--- config.mk ---
export PLATFORM = sky130hd
export DESIGN_NAME = pp_serial_loader
export DESIGN_NICKNAME = d
export VERILOG_FILES = /design/src/rtl/mul_cascade_pkg.sv /design/src/rtl/pp_step_gen.sv /design/src/rtl/pp_serial_loader.sv
export SDC_FILE = /design/constraint.sdc
export NUM_CORES = 2
export LEC_CHECK = 0
export ABC_AREA = 1
export BUFFER_PORTS_ARGS = -buffer_cell sky130_fd_sc_hd__clkbuf_2
export CORE_MARGIN = 1.5
export CORE_UTILIZATION = 40
export DETAILED_ROUTE_END_ITERATION = 6
export GPL_TIMING_DRIVEN = 0
export REMOVE_ABC_BUFFERS = 1
export SYNTH_ARGS = -nofsm -noshare
export SYNTH_HDL_FRONTEND = slang
export SYNTH_SLANG_ARGS = --single-unit
--- constraint.sdc ---
create_clock -name clk -period 9.1 [get_ports clk]
set_clock_uncertainty 0.15 [all_clocks]
set_input_delay 0.455 -clock clk [delete_from_list [all_inputs] [get_ports clk]]
set_output_delay 0.455 -clock clk [all_outputs]
set_load 0.1 [all_outputs]
--- src/rtl/mul_cascade_pkg.sv ---
// rtl/mul_cascade_pkg.sv - shared constants, FSM states and column geometry for the cascade multiplier
package mul_cascade_pkg;

  localparam int W    = 24;
  localparam int NCOL = 2 * W - 1;

  typedef enum logic [1:0] {
    IDLE = 2'd0,
    LOAD = 2'd1,
    WAIT = 2'd2,
    RESP = 2'd3
  } state_t;

  // Number of partial-product bits that land in column k.
  function automatic int col_height(input int k, input int w = W);
    return (k + 1 < 2 * w - 1 - k) ? k + 1 : 2 * w - 1 - k;
  endfunction

  // Lowest multiplicand index contributing to column k.
  function automatic int col_base(input int k, input int w = W);
    return (k - w + 1 > 0) ? k - w + 1 : 0;
  endfunction

endpackage

--- src/rtl/pp_step_gen.sv ---
// rtl/pp_step_gen.sv - combinational partial-product column vector for one serial step
module pp_step_gen #(
  parameter int W = mul_cascade_pkg::W
) (
  input  logic [W-1:0]   a,
  input  logic [W-1:0]   b,
  input  logic [15:0]    step,
  output logic [2*W-2:0] bits
);
  import mul_cascade_pkg::*;

  // Short columns are front-padded with zeros so every column finishes on the last step.
  always_comb begin
    logic [W-1:0] sa;
    logic [W-1:0] sb;
    int s, h, i0, m;
    bits = '0;
    sa   = '0;
    sb   = '0;
    s    = int'(step);
    for (int k = 0; k < 2 * W - 1; k++) begin
      h  = col_height(k, W);
      i0 = col_base(k, W);
      m  = s - (W - h);
      if (m >= 0) begin
        sa   = a >> (i0 + m);
        sb   = b >> (k - i0 - m);
        bits = bits | ({{(2 * W - 2){1'b0}}, sa[0] & sb[0]} << k);
      end
    end
  end

endmodule

--- src/rtl/pp_serial_loader.sv ---
// rtl/pp_serial_loader.sv - serial partial-product feeder and result collector for the cascade multiplier
module pp_serial_loader #(
  parameter int W           = mul_cascade_pkg::W,
  parameter int CAPTURE_LAT = 0,
  parameter bit CHECK       = 1'b1
) (
  input  logic           clk,
  input  logic           rst_n,
  input  logic           in_valid,
  output logic           in_ready,
  input  logic [W-1:0]   in_a,
  input  logic [W-1:0]   in_b,
  output logic [2*W-2:0] pp_bits,
  input  logic [2*W-1:0] res,
  output logic           out_valid,
  input  logic           out_ready,
  output logic [2*W-1:0] out_prod,
  output logic           err
);
  import mul_cascade_pkg::*;

  localparam logic [15:0] LAST_STEP = 16'(W - 1);
  localparam logic [15:0] LAST_WAIT = 16'(CAPTURE_LAT + 1);

  state_t         state;
  logic [15:0]    cnt;
  logic [W-1:0]   a_q;
  logic [W-1:0]   b_q;
  logic [2*W-2:0] step_bits;
  logic           mismatch;

  pp_step_gen #(.W(W)) u_gen (
    .a    (a_q),
    .b    (b_q),
    .step (cnt),
    .bits (step_bits)
  );

  generate
    if (CHECK) begin : g_check
      logic [2*W-1:0] golden;
      assign golden   = {{W{1'b0}}, a_q} * {{W{1'b0}}, b_q};
      assign mismatch = (res != golden);
    end else begin : g_nocheck
      assign mismatch = 1'b0;
    end
  endgenerate

  assign in_ready = (state == IDLE);

  // The shift registers never stall, so res is only coherent on the exact capture cycle.
  always_ff @(posedge clk or negedge rst_n) begin
    if (!rst_n) begin
      state     <= IDLE;
      cnt       <= '0;
      a_q       <= '0;
      b_q       <= '0;
      pp_bits   <= '0;
      out_valid <= 1'b0;
      out_prod  <= '0;
      err       <= 1'b0;
    end else begin
      case (state)
        IDLE: begin
          if (in_valid) begin
            a_q   <= in_a;
            b_q   <= in_b;
            cnt   <= '0;
            state <= LOAD;
          end
        end
        LOAD: begin
          pp_bits <= step_bits;
          if (cnt == LAST_STEP) begin
            cnt   <= '0;
            state <= WAIT;
          end else begin
            cnt <= cnt + 16'd1;
          end
        end
        WAIT: begin
          pp_bits <= '0;
          if (cnt == LAST_WAIT) begin
            out_prod  <= res;
            err       <= mismatch;
            out_valid <= 1'b1;
            cnt       <= '0;
            state     <= RESP;
          end else begin
            cnt <= cnt + 16'd1;
          end
        end
        RESP: begin
          if (out_ready) begin
            out_valid <= 1'b0;
            state     <= IDLE;
          end
        end
        default: state <= IDLE;
      endcase
    end
  end

endmodule

==> flow_summary.yaml <==
critical_path:
  critPathRequiredTime_ns: 9.38
  path_class: "register to register"
  cp-start-kind: "register"
  regToRegSetupSlack_ns: 0.65
  cp-end-kind: "register"
  critPathMaxFanout: 27
  critical_path_arrival_ns: 8.72
clock_tree:
  cts_setup_buffers: 0
  cts_resized: 0
  path_clk_slew_ns: 0.08
  clk_latency_ns: 0.56
  hold_buffers: 85
  cts_sinks: 163
  cts_tree: "built"
  numCtsBuffers: 17
  htree_levels: 4
  clock_path_buffers: 2
  cts_root_buf: "clkbuf_16"
floorplanning:
  chipWidth_um: 338
  row_count: 122
  die_area_um2: 115000
  num_io_pins: 198
  die_h_um: 338
  core_area_um2: 111000
  initial_utilization: 0.405
global_route:
  grt_pass1_vias: 44100
  grt_util_all_layers: 0.308
  grt_pass1_wl_mm: 271
  grt-ovfl-total: 0
  grt_max_degree: 88
  antenna_found_initial: 3
logic_synthesis:
  synth-main-ff-cell: "dfrtp_1"
  syn_area_um2: 45000
  postSynthAreaPerCell_um2: 6.59
  synth-seq-cells: 163
  ys_types: 81
  async_reset_ff_frac: 1.00
  synth_edf_count: 0
  yosys_warnings: 0
  ys_seq_area_frac: 0.0906
  syn_inst: 6828
timing:
  slew_headroom: -0.0993
  drv_slew: 40
  setup_tns_ns: 0
  final-hold-violation-count: 0
  min_period_ns: 8.45
  rsz0062_at_grt: "false"
  fmax_ghz: 0.118
  finalSetupViolations: 0
  worst_slew_pin_slew_ns: 1.65
  fin_crit_sh: 0.928
routing:
  antenna_left: 0
  drt_wl_total_mm: 179
  drtIter0Drc: 5040
  wire_per_inst_um: 21.5
  vias: 46000
  drt_pass1_iterations: 7
  viasPerCell: 5.51
  remaining_drc_errors: 5
cells_and_area:
  syn2layout_area_growth_pct: 7.49
  final_cell_mix: "nand2_1 (1862), inv_1 (1305), nor2_1 (523)"
  num-nets-final: 7724
  drive_gt1_frac: 0.0611
  layout_commonest_cell: "nand2_1"
  antenna_cells: 0
run:
  max-cap-violations: 3
place:
  gp_congestion: 1.00
  io_buffers: 197
  hpwl_mm: 137
run_status:
  status: "finished, violations left"
  violations: "DRC, capacitance limit, slew limit"
min_path:
  hold_class: "input pin to register"
[path summary, 6_finish.rpt]
kind	start	end	depth (start not counted)
worst max-delay path	b_q[17]	err	27
worst min-delay path	res[31]	out_prod[31]	3
worst max register to register	b_q[17]	err	27
worst min register to register	pp_bits[37]	pp_bits[37]	2
max in group asynchronous	rst_n	b_q[2]	3
min in group asynchronous	rst_n	out_prod[40]	2
[flip-flops by register name, summed over array words and instances, names as in the netlist]
register / count
err: 1
out_valid: 1
a_q: 24
cnt: 16
pp_bits: 47
out_prod: 48
state: 2
b_q: 24
[cell type report]
class,count,area [µm²]
repair buffers,293,2070
well taps,1488,1860
inverters,1336,5020
clock inverters,13,148
flip-flops and latches,163,4090
fillers,11900,62700
multi-input cells,5047,34800
clock buffers,19,443
[cells in the mapped netlist, types with 17 or more instances]
library cell / count / area [µm²]
a211oi_1: 22 / 165
a21oi_1: 187 / 936
a31oi_1: 17 / 106
buf_1: 21 / 78.8
buf_2: 43 / 215
clkbuf_1: 203 / 762
dfrtp_1: 163 / 4080
fa_1: 482 / 9650
ha_1: 284 / 3550
inv_1: 1308 / 4910
mux2_2: 31 / 349
nand2_1: 1863 / 6990
nand3_1: 265 / 1330
nand4_1: 139 / 870
nor2_1: 524 / 1970
nor2_2: 18 / 113
nor2_4: 17 / 191
nor3_1: 124 / 621
nor4_1: 63 / 394
o211ai_1: 33 / 248
o21a_1: 26 / 195
o21ai_0: 334 / 1670
or2_2: 19 / 119
xnor2_1: 37 / 324
xor2_1: 323 / 2830
[cell families after synthesis]
logic type,count (synthesis),share of synthesized area
xor gates and xnor gates,374,0.0760
DFF,163,0.0906
and+or+nand+nor,3112,0.294
AOI/OAI and AO/OA,755,0.0979
muxes,40,0.00976
adders and majority gates,766,0.293
buffers and inverters,1618,0.138
[routing by layer]
layer  track usage  part of all wire
met1         0.439              0.44
met3        0.0591             0.099
met4         0.109             0.036
met2         0.463              0.43
met5             0                 0
[worst max-delay path, stage by stage, from the launching register on]
cell and delay, ns:
dfrtp_1 1.30, nand2_1 0.22, fa_1 0.62, fa_1 0.44
fa_1 0.48, fa_1 0.54, fa_1 0.52, fa_1 0.52
fa_1 0.57, inv_1 0.05, ha_1 0.41, nand2_1 0.15
nor2_1 0.22, inv_1 0.06, nor2_1 0.14, nand4_1 0.10
nand3_1 0.22, nand3_1 0.20, o21ai_0 0.39, nand2_1 0.13
nand2_1 0.10, xor2_1 0.06, nor2_1 0.10, nand2_1 0.06
nor2_1 0.27, nand3_1 0.12, nand2_1 0.07, nand2_1 0.06
[metrics by stage]
stage	utilization	instances	instance area, µm²	setup WS (ns)	hold slack [ns]
floorplan	-	6546	43800	2.44	0.00941
global placement	0.420	8231	46700	-0.0912	0.311
detailed placement	0.422	8241	46900	0.762	0.315
CTS	0.435	8358	48400	0.725	0.000249
global route	0.435	8359	48400	0.0945	0.0454
finish	0.435	8359	48400	0.655	0.0374
Power is left out: the tool's default activity adds up to more than one toggle a clock period on the data nets, which glitch-free logic cannot reach.
